$ cat config.mk
export PLATFORM = sky130hd
export DESIGN_NAME = seq_detect_sequencer
export DESIGN_NICKNAME = d
export VERILOG_FILES = /design/src/rtl/seq_detect_sequencer_pkg.sv /design/src/rtl/seq_detect_sequencer_pattern_regfile.sv /design/src/rtl/seq_detect_sequencer.sv
export SDC_FILE = /design/constraint.sdc
export NUM_CORES = 1
export LEC_CHECK = 0
export CAP_MARGIN = 10
export CORE_MARGIN = 10
export CORE_UTILIZATION = 25
export CTS_CLUSTER_SIZE = 8
export DETAILED_ROUTE_END_ITERATION = 7
export GPL_ROUTABILITY_DRIVEN = 0
export GPL_TIMING_DRIVEN = 1
export SLEW_MARGIN = 20
export SYNTH_ARGS = -nofsm -noshare
export SYNTH_HDL_FRONTEND = slang
export SYNTH_SLANG_ARGS = --single-unit
$ cat constraint.sdc
create_clock -name clk -period 3.71 [get_ports clk]
set_input_delay 0.5565 -clock clk [delete_from_list [all_inputs] [get_ports clk]]
set_output_delay 0.5565 -clock clk [all_outputs]
set_load 0.01 [all_outputs]
$ cat src/rtl/seq_detect_sequencer_pkg.sv
// Shared types and helpers for the serial sequence-detector sequencer.
package seq_detect_sequencer_pkg;

    // Sequencer phases: idle, detector clear, bit shifting, final-bit flush, end-of-run pulse.
    typedef enum logic [2:0] {
        ST_IDLE  = 3'd0,
        ST_CLEAR = 3'd1,
        ST_SHIFT = 3'd2,
        ST_FLUSH = 3'd3,
        ST_DONE  = 3'd4
    } state_t;

    // Index width that never collapses to zero bits, so single-entry configurations still elaborate.
    function automatic int idx_width(input int n);
        return (n > 1) ? $clog2(n) : 1;
    endfunction

endpackage

$ cat src/rtl/seq_detect_sequencer_pattern_regfile.sv
// Small pattern register file: one write port, combinational read, cleared by reset.
module seq_pattern_regfile
    import seq_detect_sequencer_pkg::*;
#(
    parameter int WORD_W    = 8,
    parameter int NUM_WORDS = 4
) (
    input  logic                                clk,
    input  logic                                rst,
    input  logic                                we,
    input  logic [idx_width(NUM_WORDS)-1:0]     waddr,
    input  logic [WORD_W-1:0]                   wdata,
    input  logic [idx_width(NUM_WORDS)-1:0]     raddr,
    output logic [WORD_W-1:0]                   rdata
);

    localparam int IDX_W = idx_width(NUM_WORDS);

    logic [WORD_W-1:0] regs [NUM_WORDS];

    // Pattern storage; the address decode loop ignores writes to indices beyond NUM_WORDS.
    always_ff @(posedge clk or posedge rst) begin
        if (rst) begin
            for (int i = 0; i < NUM_WORDS; i++) begin
                regs[i] <= '0;
            end
        end else begin
            for (int i = 0; i < NUM_WORDS; i++) begin
                if (we && (waddr == IDX_W'(i))) begin
                    regs[i] <= wdata;
                end
            end
        end
    end

    // Combinational read mux; an out-of-range index reads as zero.
    always_comb begin
        rdata = '0;
        for (int i = 0; i < NUM_WORDS; i++) begin
            if (raddr == IDX_W'(i)) begin
                rdata = regs[i];
            end
        end
    end

endmodule

$ cat src/rtl/seq_detect_sequencer.sv
// Sequencer feeding stored pattern words MSB-first into a 4-in-a-row detector and
// tallying the detector's hits per run.
module seq_detect_sequencer
    import seq_detect_sequencer_pkg::*;
#(
    parameter int WORD_W     = 8,
    parameter int NUM_WORDS  = 4,
    parameter int CNT_W      = 8,
    parameter int CLR_CYCLES = 1
) (
    input  logic                              clk,
    input  logic                              rst,
    input  logic                              cfg_we,
    input  logic [idx_width(NUM_WORDS)-1:0]   cfg_addr,
    input  logic [WORD_W-1:0]                 cfg_data,
    input  logic [$clog2(NUM_WORDS+1)-1:0]    run_len,
    input  logic                              start,
    output logic                              det_w,
    input  logic                              det_z,
    output logic                              det_rst,
    output logic                              busy,
    output logic                              done,
    output logic [CNT_W-1:0]                  hit_count,
    output logic [NUM_WORDS-1:0]              hit_mask
);

    localparam int IDX_W = idx_width(NUM_WORDS);
    localparam int LEN_W = $clog2(NUM_WORDS + 1);
    localparam int BIT_W = idx_width(WORD_W);
    localparam int CLR_W = idx_width(CLR_CYCLES);
    localparam int CMP_W = ((IDX_W > LEN_W) ? IDX_W : LEN_W) + 1;
    localparam logic [CNT_W-1:0] CNT_MAX = '1;

    state_t             state, state_n;
    logic [IDX_W-1:0]   word_idx, word_n;
    logic [BIT_W-1:0]   bit_idx, bit_n;
    logic [CLR_W-1:0]   clr_cnt, clr_n;
    logic [LEN_W-1:0]   len_q, len_n;
    logic [WORD_W-1:0]  rd_word;
    logic [CMP_W-1:0]   words_done;
    logic               shift_bit;
    logic               hit_qual;
    logic               wr_en;
    logic               accept;

    assign wr_en  = cfg_we && (state == ST_IDLE);
    assign accept = start && (state == ST_IDLE);

    // The read port follows the upcoming word index so det_w can be registered for the next state.
    seq_pattern_regfile #(
        .WORD_W    (WORD_W),
        .NUM_WORDS (NUM_WORDS)
    ) u_regfile (
        .clk   (clk),
        .rst   (rst),
        .we    (wr_en),
        .waddr (cfg_addr),
        .wdata (cfg_data),
        .raddr (word_n),
        .rdata (rd_word)
    );

    // Next-state, counter and run-length logic; the first bit's z reflects the clear, so it is skipped.
    always_comb begin
        state_n    = state;
        word_n     = word_idx;
        bit_n      = bit_idx;
        clr_n      = clr_cnt;
        len_n      = len_q;
        words_done = CMP_W'(word_idx) + CMP_W'(1);
        shift_bit  = 1'b0;
        hit_qual   = det_z && (((state == ST_SHIFT) && (bit_idx != '0)) || (state == ST_FLUSH));
        case (state)
            ST_IDLE: begin
                if (start) begin
                    len_n   = (run_len > LEN_W'(NUM_WORDS)) ? LEN_W'(NUM_WORDS) : run_len;
                    word_n  = '0;
                    bit_n   = '0;
                    clr_n   = '0;
                    state_n = (run_len == '0) ? ST_DONE : ST_CLEAR;
                end
            end
            ST_CLEAR: begin
                if (clr_cnt == CLR_W'(CLR_CYCLES - 1)) begin
                    bit_n   = '0;
                    state_n = ST_SHIFT;
                end else begin
                    clr_n = clr_cnt + 1'b1;
                end
            end
            ST_SHIFT: begin
                if (bit_idx == BIT_W'(WORD_W - 1)) begin
                    state_n = ST_FLUSH;
                end else begin
                    bit_n = bit_idx + 1'b1;
                end
            end
            ST_FLUSH: begin
                if (words_done < CMP_W'(len_q)) begin
                    word_n  = word_idx + 1'b1;
                    clr_n   = '0;
                    state_n = ST_CLEAR;
                end else begin
                    state_n = ST_DONE;
                end
            end
            ST_DONE: begin
                state_n = ST_IDLE;
            end
            default: begin
                state_n = ST_IDLE;
            end
        endcase
        shift_bit = rd_word[BIT_W'(WORD_W - 1) - bit_n];
    end

    // State and index registers.
    always_ff @(posedge clk or posedge rst) begin
        if (rst) begin
            state    <= ST_IDLE;
            word_idx <= '0;
            bit_idx  <= '0;
            clr_cnt  <= '0;
            len_q    <= '0;
        end else begin
            state    <= state_n;
            word_idx <= word_n;
            bit_idx  <= bit_n;
            clr_cnt  <= clr_n;
            len_q    <= len_n;
        end
    end

    // Detector-facing and status outputs, registered from the state being entered.
    always_ff @(posedge clk or posedge rst) begin
        if (rst) begin
            det_w   <= 1'b0;
            det_rst <= 1'b1;
            busy    <= 1'b0;
            done    <= 1'b0;
        end else begin
            det_rst <= !((state_n == ST_SHIFT) || (state_n == ST_FLUSH));
            busy    <= (state_n != ST_IDLE);
            done    <= (state_n == ST_DONE);
            case (state_n)
                ST_SHIFT: det_w <= shift_bit;
                ST_FLUSH: det_w <= det_w;
                default:  det_w <= 1'b0;
            endcase
        end
    end

    // Hit tally: cleared on an accepted start, saturating count plus per-word hit flags.
    always_ff @(posedge clk or posedge rst) begin
        if (rst) begin
            hit_count <= '0;
            hit_mask  <= '0;
        end else if (accept) begin
            hit_count <= '0;
            hit_mask  <= '0;
        end else if (hit_qual) begin
            if (hit_count != CNT_MAX) begin
                hit_count <= hit_count + 1'b1;
            end
            for (int i = 0; i < NUM_WORDS; i++) begin
                if (word_idx == IDX_W'(i)) begin
                    hit_mask[i] <= 1'b1;
                end
            end
        end
    end

endmodule

==> run_results.csv, run 1 <==
group,metric,value,unit
logic_synthesis,ys_top_cells_by_area,"dfrtp_1 (49%), mux2_2 (10%), ha_1 (3.8%)",
final_layout,finalNetCount,335,
sta,fmaxAchievable,314,MHz
clock_network,clk_path_buf_depth,2,
logic_synthesis,ys_async_sr_fraction,100,%
sta,drv_slew,0,
sta,hold_viol_final,0,
final_layout,multi_input_area,0.00135,mm^2
logic_synthesis,yosysTopAreaCell,"dfrtp_1",
die,rows,39,
logic_synthesis,syn_area_per_cell,11.0,um^2
clock_network,clock-sinks,59,
logic_synthesis,synth_seq_cells,59,
global_routing,grt_max_degree,23,
worst_setup_path,worstPathArrival,3.39,ns
die,core_area,0.0115,mm^2
run,drv_cap,0,
global_routing,antenna_found_initial,0,
global_routing,grtUsageTotal,8.79,%
logic_synthesis,synth_top_area_share,49.2,%
final_layout,regArea,0.00148,mm^2
placed_design,io_buffers,33,
worst_setup_path,critical_path_required,3.91,ns
clock_network,cts_htree_levels,3,
sta,tightest_slew,0.802,ns
sta,worst_hold_slack,0.502,ns
worst_setup_path,r2r_end,"det_w",
routing,vias,2180,
clock_network,holdBufCountCts,0,
routing,route.detailed.drc,0,
min_path,holdPathStages,1,
worst_setup_path,worstPathMaxFanout,14,
logic_synthesis,syn_nets,295,
min_path,holdPathEnd,"u_regfile.regs[9]",
final_layout,layout_commonest_cell,"dfrtp_1",
logic_synthesis,synth_edf_count,0,
min_path,hp-class,"flip-flop to flip-flop",
final_layout,drive_gt1_share,16.3,%
global_routing,grt_pass1_wl,11900,um
logic_synthesis,synth_area,0.00295,mm^2
status,run_status,"completed",
sta,rsz0062_at_grt,"false",
logic_synthesis,syn_inst,268,
power_and_ir_drop,max-vdd-ir-drop,0.000292,V
clock_network,cts_resized,0,
global_routing,grt_pass1_vias,2353,
min_path,hold_start,"u_regfile.regs[9]",
clock_network,clkSlewWorstSetupHoldPaths,0.05,ns
clock_network,worstSkewPairLatency,0.32,ns
final_layout,syn2layout_area_growth,26.6,%
placed_design,dp_hpwl,4970,um
sta,maxSlewHeadroom,46.4,%
final_layout,n_antenna_cell,0,
sta,fin_skew,0.00538,ns
sta,post-route-period-util,85.9,%
routing,ant_nets,0,
clock_network,cts_buffers,9,
global_routing,grt-ovfl-total,0,
final_layout,post-route-cell-area,0.00373,mm^2
clock_network,cts_tree,"yes",
clock_network,cts_setup_buffers,0,
worst_setup_path,r2r_start,"word_idx[0]",
clock_network,root_buffer,"clkbuf_16",
final_layout,layout_common_cells,"dfrtp_1 (58), clkdlybuf4s50_1 (33), mux2_2 (27)",
worst_setup_path,rr_worst_depth,9,
routing,routed_wl,6760,um
die,die-width,129,um
die,dieArea,0.0165,mm^2
routing,drt_iter0_markers,196,
power_and_ir_drop,leakagePower,1.67,nW
sta,setup_tns,0,ns
die,io_pins,34,
logic_synthesis,yosysWarningCount,0,
worst_setup_path,worstSetupPathType,"flip-flop to flip-flop",
logic_synthesis,ys_types,43,
sta,setup_violations,0,
routing,wire_per_inst,14.8,um
final_layout,fillers,1155,
power_and_ir_drop,power.density,792,mW/mm^2
worst_setup_path,worst_setup_path_end_kind,"flip-flop",
placed_design,place_area,0.00346,mm^2
routing,avgViaCountPerCell,4.78,
die,die_height,129,um
worst_setup_path,reg2reg_slack,0.52,ns
logic_synthesis,ys_seq_area_share,50.1,%
die,initial_utilization,25.7,%
sta,min_period,3.19,ns
routing,drt_first_pass_iters,4,
worst_setup_path,cp-start-kind,"flip-flop",
logic_synthesis,synth_ff_type,"dfrtp_1",
## synthesized netlist by cell type (all sizes together) (2+ instances only)
cell type,instances
o22ai,4
xor2,3
or3,3
a21oi,9
nor2,16
a211oi,11
inv,22
a32o,2
dfrtp,58
nand4,3
a21o,3
mux2i,12
o2111ai,2
a22oi,4
nand3b,3
ha,9
a32oi,4
clkbuf,6
nand3,2
mux2,27
xnor2,2
a221oi,3
nor2b,2
nand2b,3
nor3,3
buf,3
o21a,3
o21ai,12
nand2,22
a31oi,2
## power breakdown
part	switching [mW]	internal [mW]
sequential	0.180	0.914
clock	0.261	0.485
combinational	0.590	0.527
total	1.03	1.93
## cell families (layout without fill, tap and decap cells)
family | after synthesis | count (layout) | share of synthesized area [%]
compound gates | 64 | 64 | 15.2
xor+xnor | 5 | 5 | 1.49
fa+ha+maj | 9 | 9 | 3.82
buf+inv | 31 | 76 | 4.07
flops | 59 | 59 | 50.1
mux | 39 | 39 | 14.8
simple gates | 61 | 61 | 10.5
## registers in the layout, summed over array words and instances (netlist names)
register	cells
hit_count	8
state	3
hit_mask	4
det_w	1
word_idx	2
bit_idx	3
det_rst	1
busy	1
done	1
u_regfile.regs	32
len_q	3
## critical path, cell delays in order (launching register included)
cell      delay, ns
dfrtp_1        0.42
inv_1          0.10
ha_1           0.38
ha_1           0.36
a311o_1        0.57
mux2i_4        0.56
mux2i_1        0.24
o211ai_1       0.10
a32oi_1        0.24
o31ai_1        0.09
## metrics by stage
step,utilization (%),setup slack [ns],cells,total power [mW]
2_1_floorplan,-,0.988,268,1.88
3_3_place_gp,30.1,0.523,440,2.20
3_5_place_dp,30.1,0.519,440,2.22
4_1_cts,32.5,0.510,456,2.98
5_1_grt,32.5,0.285,456,3.20
6_report,32.5,0.523,456,2.96
## per-layer routing
layer  share of wire (%)  global-route usage [%]  vias up
met5                   0                       0        -
met2                  46                    12.7       60
met4                0.75                    2.95        0
met1                  48                    12.1     1047
li1                    -                       -     1066
met3                 5.7                    2.79        7
## worst max path at each step
| stage | start | to | slack [ns] | cells past startpoint |
|---|---|---|---|---|
| global placement | start | det_w | 0.52 | 8 |
| finish | word_idx[0] | det_w | 0.52 | 9 |
| CTS | word_idx[0] | det_w | 0.51 | 9 |
| detailed placement | word_idx[0] | det_w | 0.52 | 9 |
| floorplan | word_idx[0] | det_w | 0.99 | 11 |
| global route | word_idx[0] | det_w | 0.29 | 9 |
## final cells by class
cell class,instances,area share (%)
flip-flops and latches,59,39.6
multi-input cells,178,36.2
repair buffers,38,9.86
clock buffers,14,7.08
well taps,143,4.80
inverters,22,2.21
clock inverters,2,0.268
Note: power is estimated with default switching activity, not from simulation.
==> run 2: changes to the inputs <==
CAP_MARGIN = 15   (was 10)
SETUP_SLACK_MARGIN = 0.02   (was default)
TNS_END_PERCENT = 10   (was default)
==> results of run 2 <==
Same layout as run 1: the final DEF is identical, and so are final timing and power.
==> run 3: changes to the inputs <==
clock period = 4.09 ns   (was 3.71 ns; I/O delays follow)
==> run 3 against run 2 <==
  * Routed wire length grew 0.34%
  * Sequential share of layout area down 0.080 points
  * Combinational power is 11% lower
  * Total power shrank 8.6%
  * Hold slack lost 0.0067 ns
  * Global-route usage decreased by 0.45 points
  * Via count decreased by 2.2%
  * Critical path type unchanged
  * Critical endpoint unchanged
  * Largest cell class unchanged
  * Highest routed layer unchanged
==> run_results.csv, run 3 (same netlist as run 1, synthesis figures left out) <==
group,metric,value,unit
die,dieArea,0.0165,mm^2
sta,fin_ws,0.871,ns
run,drv_cap,0,
die,rows,39,
placed_design,io_buffers,33,
global_routing,antenna_found_initial,0,
power_and_ir_drop,p_seq_share,37.1,%
clock_network,clkSlewWorstSetupHoldPaths,0.05,ns
clock_network,worstSkewPairLatency,0.32,ns
die,die-width,129,um
clock_network,cts_htree_levels,3,
die,io_pins,34,
clock_network,clk_path_buf_depth,2,
sta,worst_hold_slack,0.496,ns
final_layout,post-route-util,32.6,%
die,die_height,129,um
worst_setup_path,worstSetupPathType,"flip-flop to flip-flop",
sta,maxSlewHeadroom,44.8,%
worst_setup_path,worstPathMaxFanout,14,
worst_setup_path,slowest_stage,"a311o_1",
clock_network,root_buffer,"clkbuf_16",
power_and_ir_drop,power.density,723,mW/mm^2
global_routing,grt-ovfl-total,0,
final_layout,largest_register_ffs,32,
final_layout,top_regs,"u_regfile.regs (32), hit_count (8), hit_mask (4)",
placed_design,dp_hpwl,5050,um
sta,tightest_slew,0.822,ns
routing,route.detailed.drc,0,
global_routing,grt_pass1_vias,2153,
power_and_ir_drop,switching_share,35.3,%
clock_network,cts_setup_buffers,0,
worst_setup_path,cp-start-kind,"flip-flop",
min_path,hp-class,"flip-flop to flip-flop",
sta,setup_tns,0,ns
clock_network,cts_resized,0,
power_and_ir_drop,power_frac_comb,37.1,%
die,core_area,0.0115,mm^2
routing,ant_nets,0,
clock_network,holdBufCountCts,0,
final_layout,top_register,"u_regfile.regs",
final_layout,layout_commonest_cell,"dfrtp_1",
routing,avgViaCountPerCell,4.68,
sta,hold_viol_final,0,
sta,drv_slew,0,
final_layout,layout_common_cells,"dfrtp_1 (58), clkdlybuf4s50_1 (33), mux2_2 (27)",
worst_setup_path,cp_slowest_stage_delay,0.57,ns
worst_setup_path,path_cells,"inv_1 > ha_1 > ha_1 > a311o_1 > mux2i_4 > mux2i_1 > o211ai_1 > a32oi_1 > o31ai_1",
clock_network,cts_buffers,9,
final_layout,drive_gt1_share,16.9,%
power_and_ir_drop,p_int,1.75,mW
final_layout,n_antenna_cell,0,
clock_network,clock-sinks,59,
routing,drt_first_pass_iters,4,
sta,fmaxAchievable,311,MHz
final_layout,fillers,1154,
final_layout,syn2layout_area_growth,26.8,%
global_routing,grt_max_degree,36,
sta,min_period,3.22,ns
status,run_status,"completed",
worst_setup_path,worst_setup_path_end_kind,"flip-flop",
routing,routed_wl,6780,um
worst_setup_path,critical_path_required,4.30,ns
global_routing,grt_pass1_wl,11100,um
global_routing,grtUsageTotal,8.34,%
sta,rsz0062_at_grt,"false",
power_and_ir_drop,max-vdd-ir-drop,0.000215,V
sta,post-route-period-util,78.7,%
die,initial_utilization,25.7,%
final_layout,finalNetCount,335,
power_and_ir_drop,power_frac_clock,25.8,%
sta,fin_skew,0.00542,ns
sta,setup_violations,0,
clock_network,cts_tree,"yes",
worst_setup_path,crit_top_cell,"ha_1",
worst_setup_path,worstPathArrival,3.43,ns
routing,drt_iter0_markers,107,
power_and_ir_drop,leakagePower,1.67,nW
routing,wire_per_inst,14.9,um
routing,vias,2132,
placed_design,pre_cts_slack,0.832,ns
power_and_ir_drop,switchingPower,0.954,mW
-- run 3: area by class of cell --
type                    instances  area (um^2)  area share, %
flip-flops and latches         59         1480           39.5
clock buffers                  12          256           6.86
multi-input cells             178         1350           36.1
repair buffers                 38          368           9.84
inverters                      22         82.6           2.21
clock inverters                 4         25.0          0.669
well taps                     143          179           4.79
-- run 3: power groups by stage --
stage          Sequential, mW  Clock [mW]  Combinational (mW)
2_1_floorplan           0.943           0               0.764
5_1_grt                  1.03       0.744                1.13
4_1_cts                  1.00       0.713                1.01
6_report                 1.00       0.696                1.00
3_3_place_gp             1.01           0               0.990
3_5_place_dp             1.01           0                1.01
-- run 3: worst max-delay path: cells and delay by family, from the launching register on --
family          cells  cell delay, ns
mux                 2            0.81
buf+inv             1            0.10
compound gates      4            1.03
fa+ha+maj           2            0.73
flops               1            0.42
-- run 3: final timing paths --
kind / from / endpoint / slack (ns) / cells after the start
worst max-delay path: word_idx[0] / det_w / 0.87 / 9
max in group asynchronous: rst / det_rst / 2.62 / 3
worst min register to register: len_q[0] / len_q[0] / 0.50 / 2
worst min-delay path: len_q[0] / len_q[0] / 0.50 / 2
min in group asynchronous: rst / u_regfile.regs[29] / 0.74 / 2
worst max register to register: word_idx[0] / det_w / 0.87 / 9
-- run 3: metrics by stage --
stage                     area, um^2  instances  total power, mW
after floorplan                 2950        268             1.71
after detailed placement        3460        440             2.02
after CTS                       3740        456             2.73
after global routing            3740        456             2.90
after global placement          3460        440             2.00
final                           3740        456             2.70
-- run 3: routing by layer --
layer / up-vias / wire length, um / share of wire (%) / track usage (%)
met1: 1026 / 3410 / 50 / 11.4
met3: 5 / 343 / 5.1 / 3.37
met2: 48 / 2990 / 44 / 11.8
met4: 0 / 44 / 0.65 / 2.23
met5: - / 0 / 0 / 0
li1: 1053 / - / - / -
==> edit 1, RTL diff (config.mk and constraints of run 1) <==
`CNT_W`: 8 -> 10.
--- a/src/rtl/seq_detect_sequencer.sv
+++ b/src/rtl/seq_detect_sequencer.sv
@@ -5,7 +5,7 @@
 #(
     parameter int WORD_W     = 8,
     parameter int NUM_WORDS  = 4,
-    parameter int CNT_W      = 8,
+    parameter int CNT_W      = 10,
     parameter int CLR_CYCLES = 1
 ) (
     input  logic                              clk,
Ports: changed (resized hit_count); port bits go from 34 to 36. The function was not compared with the original's and may differ.
==> edit 1 against run 1 <==
  * Final area up 3.4%
  * Critical endpoint unchanged
  * Via count is 1.1% lower
  * Setup slack lost 0.23 ns
  * Final cell count shrank 0.44%
  * Routed wire length up 2.3%
  * Core utilization grew 0.81 points
  * Clock power grew 21%
  * Sequential cell count is 2 higher
  * Critical path depth rose by 2
  * Highest routed layer unchanged
  * Die area grew 1.3%
  * Sequential share of layout area is essentially flat
  * Power increased by 9.2%
  * Synthesized area grew 1.5%
  * Non-clock buffer count rose by 2
==> edit 1: results (changes against run 1) <==
outcome: finished clean
top post-synthesis cells by count: dfrtp_1 (60), mux2_2 (34), nor2_1 (24), nand2_1 (16), mux2i_1 (14)
net count after synthesis: 288 (-2.4%)
FF-to-FF path depth: 11 (+2)
Placed Cells: 438 (-0.45%)
syn avg cell area: 11.5 sq um (+4.3%)
setup repair bufs after CTS: 0 (unchanged)
global-route wire length before repair: 11,600 um (-2.4%)
Hold WC Path Type: flop to flop
dpl hpwl: 5050 um (+1.7%)
worst setup path start: word_idx[0]
Worst Path Max Fanout: 8 (-6)
GR Layer Usage met3: 3.63% (+0.84 points)
fin nets: 333 (-0.60%)
DR vias: 2,156 (-1.1%)
DP Area: 3530 sq um (+2.1%)
drt wl/cell: 15.2 um (+2.7%)
area of the multi-input gates: 1390 sq um (+2.8%)
Yosys warnings: 0 (unchanged)
vias in the first global route: 2,294 (-2.5%)
CTS clock-pin slew for the worst setup and hold paths: 0.05 ns (about the same)
Max-slew headroom: 50.9% (+4.5 points)
diodes inserted: 0 (unchanged)
Port Buffers: 35 (+6.1%)
pin count of the biggest net entering global routing: 39 (+70%)
Leak: 1.67 nW (about the same)
Synth async-reset ratio: 100% (unchanged)
H-tree depth: 3 (unchanged)
post_cts resized: 0 (unchanged)
reg-to-reg slack, setup: 0.30 ns (-0.23 ns)
Largest Register: u_regfile.regs
ranking of synthesized cells by area: dfrtp_1 (50%), mux2_2 (13%), mux2i_1 (4.7%), ha_1 (3.8%), nor2_1 (3.0%)
Netlist cell types: 47 (+9.3%)
met2 usage: 13.1% (+0.45 points)
met1 GRT Util: 10.6% (-1.5 points)
setup TNS: 0 ns (unchanged)
Clk Latency, worst-skew pair: 0.33 ns
maximum vdd drop: 0.000323 V (+11%)
top flop regs: u_regfile.regs (32), hit_count (10), hit_mask (4)
initial antenna violation count: 0 (unchanged)
1st-pass router iterations: 4 (unchanged)
register area share after synthesis: 51.0% (+0.92 points)
FILL cells: 1,149 (-0.52%)
root buf cell: clkbuf_16
Net Switching: 0.00109 W (+6.2%)
crit path DAT: 3.64 ns (+0.25 ns)
CTS max path bufs: 2 (unchanged)
crit path capture: det_w
initial drt markers: 142 (-28%)
clock skew: 0.00647 ns (+0.00109 ns)
critical path endpoint category: flop
GRT Overall Usage: 8.69% (-0.093 points)
final wirelength: 6920 um (+2.3%)
total CTS buffers: 9 (unchanged)
fraction of layout cells with a size suffix above 1: 20.6% (+4.3 points)
-- edit 1: cells by family after synthesis --
kind of cell	count (synthesis)	synth area share, %
multiplexers	48	17.5
XOR/XNOR	10	2.93
AO/OA/AOI/OAI	39	9.49
AND/OR/NAND/NOR	75	12.7
adder cells (fa/ha/maj)	9	3.76
flip-flops	61	51.0
buffers and inverters	19	2.59
-- edit 1: routing by layer --
layer,part of all wire [%],vias to the layer above,wire (um)
met3,5.5,10,378
met2,45,46,3140
met4,1.5,0,102
li1,-,1033,-
met5,0,-,0
met1,48,1067,3290
-- edit 1: stage by stage --
step	power, W	hold slack, ns	setup slack [ns]
global route	0.00347	0.518	0.0784
finish	0.00323	0.496	0.297
floorplan	0.00197	0.439	0.756
CTS	0.00326	0.502	0.325
global placement	0.00231	0.489	0.520
detailed placement	0.00234	0.477	0.385
-- edit 1: worst min-delay path by stage --
stage                                  from                 to  slack, ns  depth (start not counted)
final                              len_q[0]           len_q[0]       0.50                          2
after global placement             len_q[0]           len_q[0]       0.49                          2
after global routing      u_regfile.regs[5]  u_regfile.regs[5]       0.52                          1
after CTS                          len_q[0]           len_q[0]       0.50                          2
after floorplan                    len_q[0]           len_q[0]       0.44                          2
after detailed placement           len_q[0]           len_q[0]       0.48                          2
-- edit 1: power groups by stage --
stage	Clock, W	Sequential, W	Combinational (W)
2_1_floorplan	0	0.00108	0.000884
3_3_place_gp	0	0.00115	0.00116
3_5_place_dp	0	0.00115	0.00119
4_1_cts	0.000921	0.00114	0.00119
5_1_grt	0.000957	0.00117	0.00134
6_report	0.000900	0.00114	0.00119
-- edit 1: layout make-up --
cell class	instances	area share [%]
clock buffers	10	6.20
clock inverters	6	2.24
inverters	13	1.27
multi-input cells	181	36.0
flip-flops and latches	61	39.6
well taps	143	4.64
repair buffers	40	10.1
-- edit 1: worst max-delay path: stages, from the launching register on --
cell and delay, ns:
dfrtp_1 0.48, inv_1 0.16, ha_1 0.34, ha_1 0.28
nand2_1 0.07, o21a_4 0.22, a211o_1 0.31, mux2i_1 0.53
a221oi_1 0.19, o41ai_1 0.38, a31oi_1 0.14, o41ai_2 0.20
==> edit 2, RTL diff (config.mk and constraints of run 1) <==
Made on the original files. Re-encode `state_t` (5 states) as one-hot, 5 bits wide.
--- a/src/rtl/seq_detect_sequencer_pkg.sv
+++ b/src/rtl/seq_detect_sequencer_pkg.sv
@@ -2,12 +2,12 @@
 package seq_detect_sequencer_pkg;
 
     // Sequencer phases: idle, detector clear, bit shifting, final-bit flush, end-of-run pulse.
-    typedef enum logic [2:0] {
-        ST_IDLE  = 3'd0,
-        ST_CLEAR = 3'd1,
-        ST_SHIFT = 3'd2,
-        ST_FLUSH = 3'd3,
-        ST_DONE  = 3'd4
+    typedef enum logic [4:0] {
+        ST_IDLE  = 5'b00001,
+        ST_CLEAR = 5'b00010,
+        ST_SHIFT = 5'b00100,
+        ST_FLUSH = 5'b01000,
+        ST_DONE  = 5'b10000
     } state_t;
 
     // Index width that never collapses to zero bits, so single-entry configurations still elaborate.
Function: same outputs for any inputs over 10 cycles, from zero or initial values and one cycle with rst high; not proved beyond that.
==> edit 2 against run 1 <==
  * Hold slack worse by 0.0014 ns
  * Setup slack worse by 0.0019 ns
  * Power fell by 6.7%
  * Maximum frequency about the same
  * Sequential cell count grew 2
  * Final area grew 6.7%
  * Synthesized area increased by 6.8%
  * Routed wire length is 9.6% higher
  * Die area rose by 5.8%
  * Non-clock buffer count decreased by 3
  * Largest cell class unchanged
  * Largest power group is now sequential cells
  * Highest routed layer unchanged
==> edit 2: results (changes against run 1) <==
register area share after synthesis: 48.5% (-1.6 points)
delay-heaviest family, CP: simple AND/OR/NAND/NOR gates
fin nets: 365 (+9.0%)
fraction of layout cells with a size suffix above 1: 16.6% (+0.32 points)
ranking of synthesized cells by area: dfrtp_1 (47%), mux2_2 (10%), ha_1 (3.6%), nand2_1 (3.3%), nor2_1 (2.7%)
worst slack, placed: 0.579 ns (+0.0605 ns)
syn avg cell area: 10.4 sq um (-5.2%)
met1 GRT Util: 10.6% (-1.5 points)
met3 WL: 394 um (+3.1%)
outcome: finished clean
global-route wire length before repair: 12,500 um (+5.3%)
GR Layer Usage met3: 3.24% (+0.45 points)
Leak: 1.70 nW (+1.8%)
Crit-path slowest cell: or4_1
FILL cells: 1,243 (+7.6%)
max incr delay on CP: 0.68 ns (+0.11 ns)
met1 WL: 3380 um (+4.7%)
vias per std cell: 4.59 (-3.9%)
vias in the first global route: 2,486 (+5.7%)
Netlist cell types: 52 (+21%)
initial drt markers: 131 (-33%)
top flop regs: u_regfile.regs (32), hit_count (8), state (5)
Worst Path Max Fanout: 8 (-6)
final wirelength: 7410 um (+9.6%)
DR vias: 2,348 (+7.7%)
Placed Cells: 495 (+13%)
maximum vdd drop: 0.000230 V (-21%)
net count after synthesis: 329 (+12%)
pin count of the biggest net entering global routing: 43 (+87%)
WL met2: 3500 um (+13%)
## edit 2: where the power goes
group          switching, W  leakage, nW  internal [W]
clock network      0.000278        0.163      0.000622
logic              0.000432        0.762      0.000374
registers          0.000154        0.774      0.000899
total              0.000864         1.70       0.00189
## edit 2: kinds of logic (layout without fill, tap and decap cells)
group / after synthesis / after routing / share of synthesized area, %
AOI/OAI and AO/OA: 58 / 58 / 13.5
adders and majority gates: 9 / 9 / 3.58
buffers and inverters: 33 / 74 / 4.33
and+or+nand+nor: 100 / 100 / 16.1
xor gates and xnor gates: 6 / 6 / 1.67
DFF: 61 / 61 / 48.5
muxes: 35 / 35 / 12.2
## edit 2: worst paths after layout
kind | end | slack (ns) | from | depth (start not counted)
max in group asynchronous | u_regfile.regs[20] | 2.15 | rst | 3
setup / recovery | det_w | 0.52 | word_idx[0] | 11
hold / removal | u_regfile.regs[5] | 0.50 | u_regfile.regs[5] | 1
setup reg to reg | det_w | 0.52 | word_idx[0] | 11
hold reg to reg | u_regfile.regs[5] | 0.50 | u_regfile.regs[5] | 1
min in group asynchronous | hit_count[6] | 0.75 | rst | 2
## edit 2: stage by stage
step                      cell area (sq um)  hold WS, ns
after floorplan                        3150        0.430
after global placement                 3650        0.470
after detailed placement               3650        0.479
after CTS                              3980        0.498
after global routing                   3980        0.513
final                                  3980        0.501
## edit 2: layout make-up
cell class                 instances  share of cell area [%]
inverter                          23                    2.17
multi-input combinational        208                    37.3
tap                              168                    5.28
clock inverter                     4                    1.76
clock buffer                      12                    6.44
timing repair buffer              35                    8.67
sequential                        61                    38.4
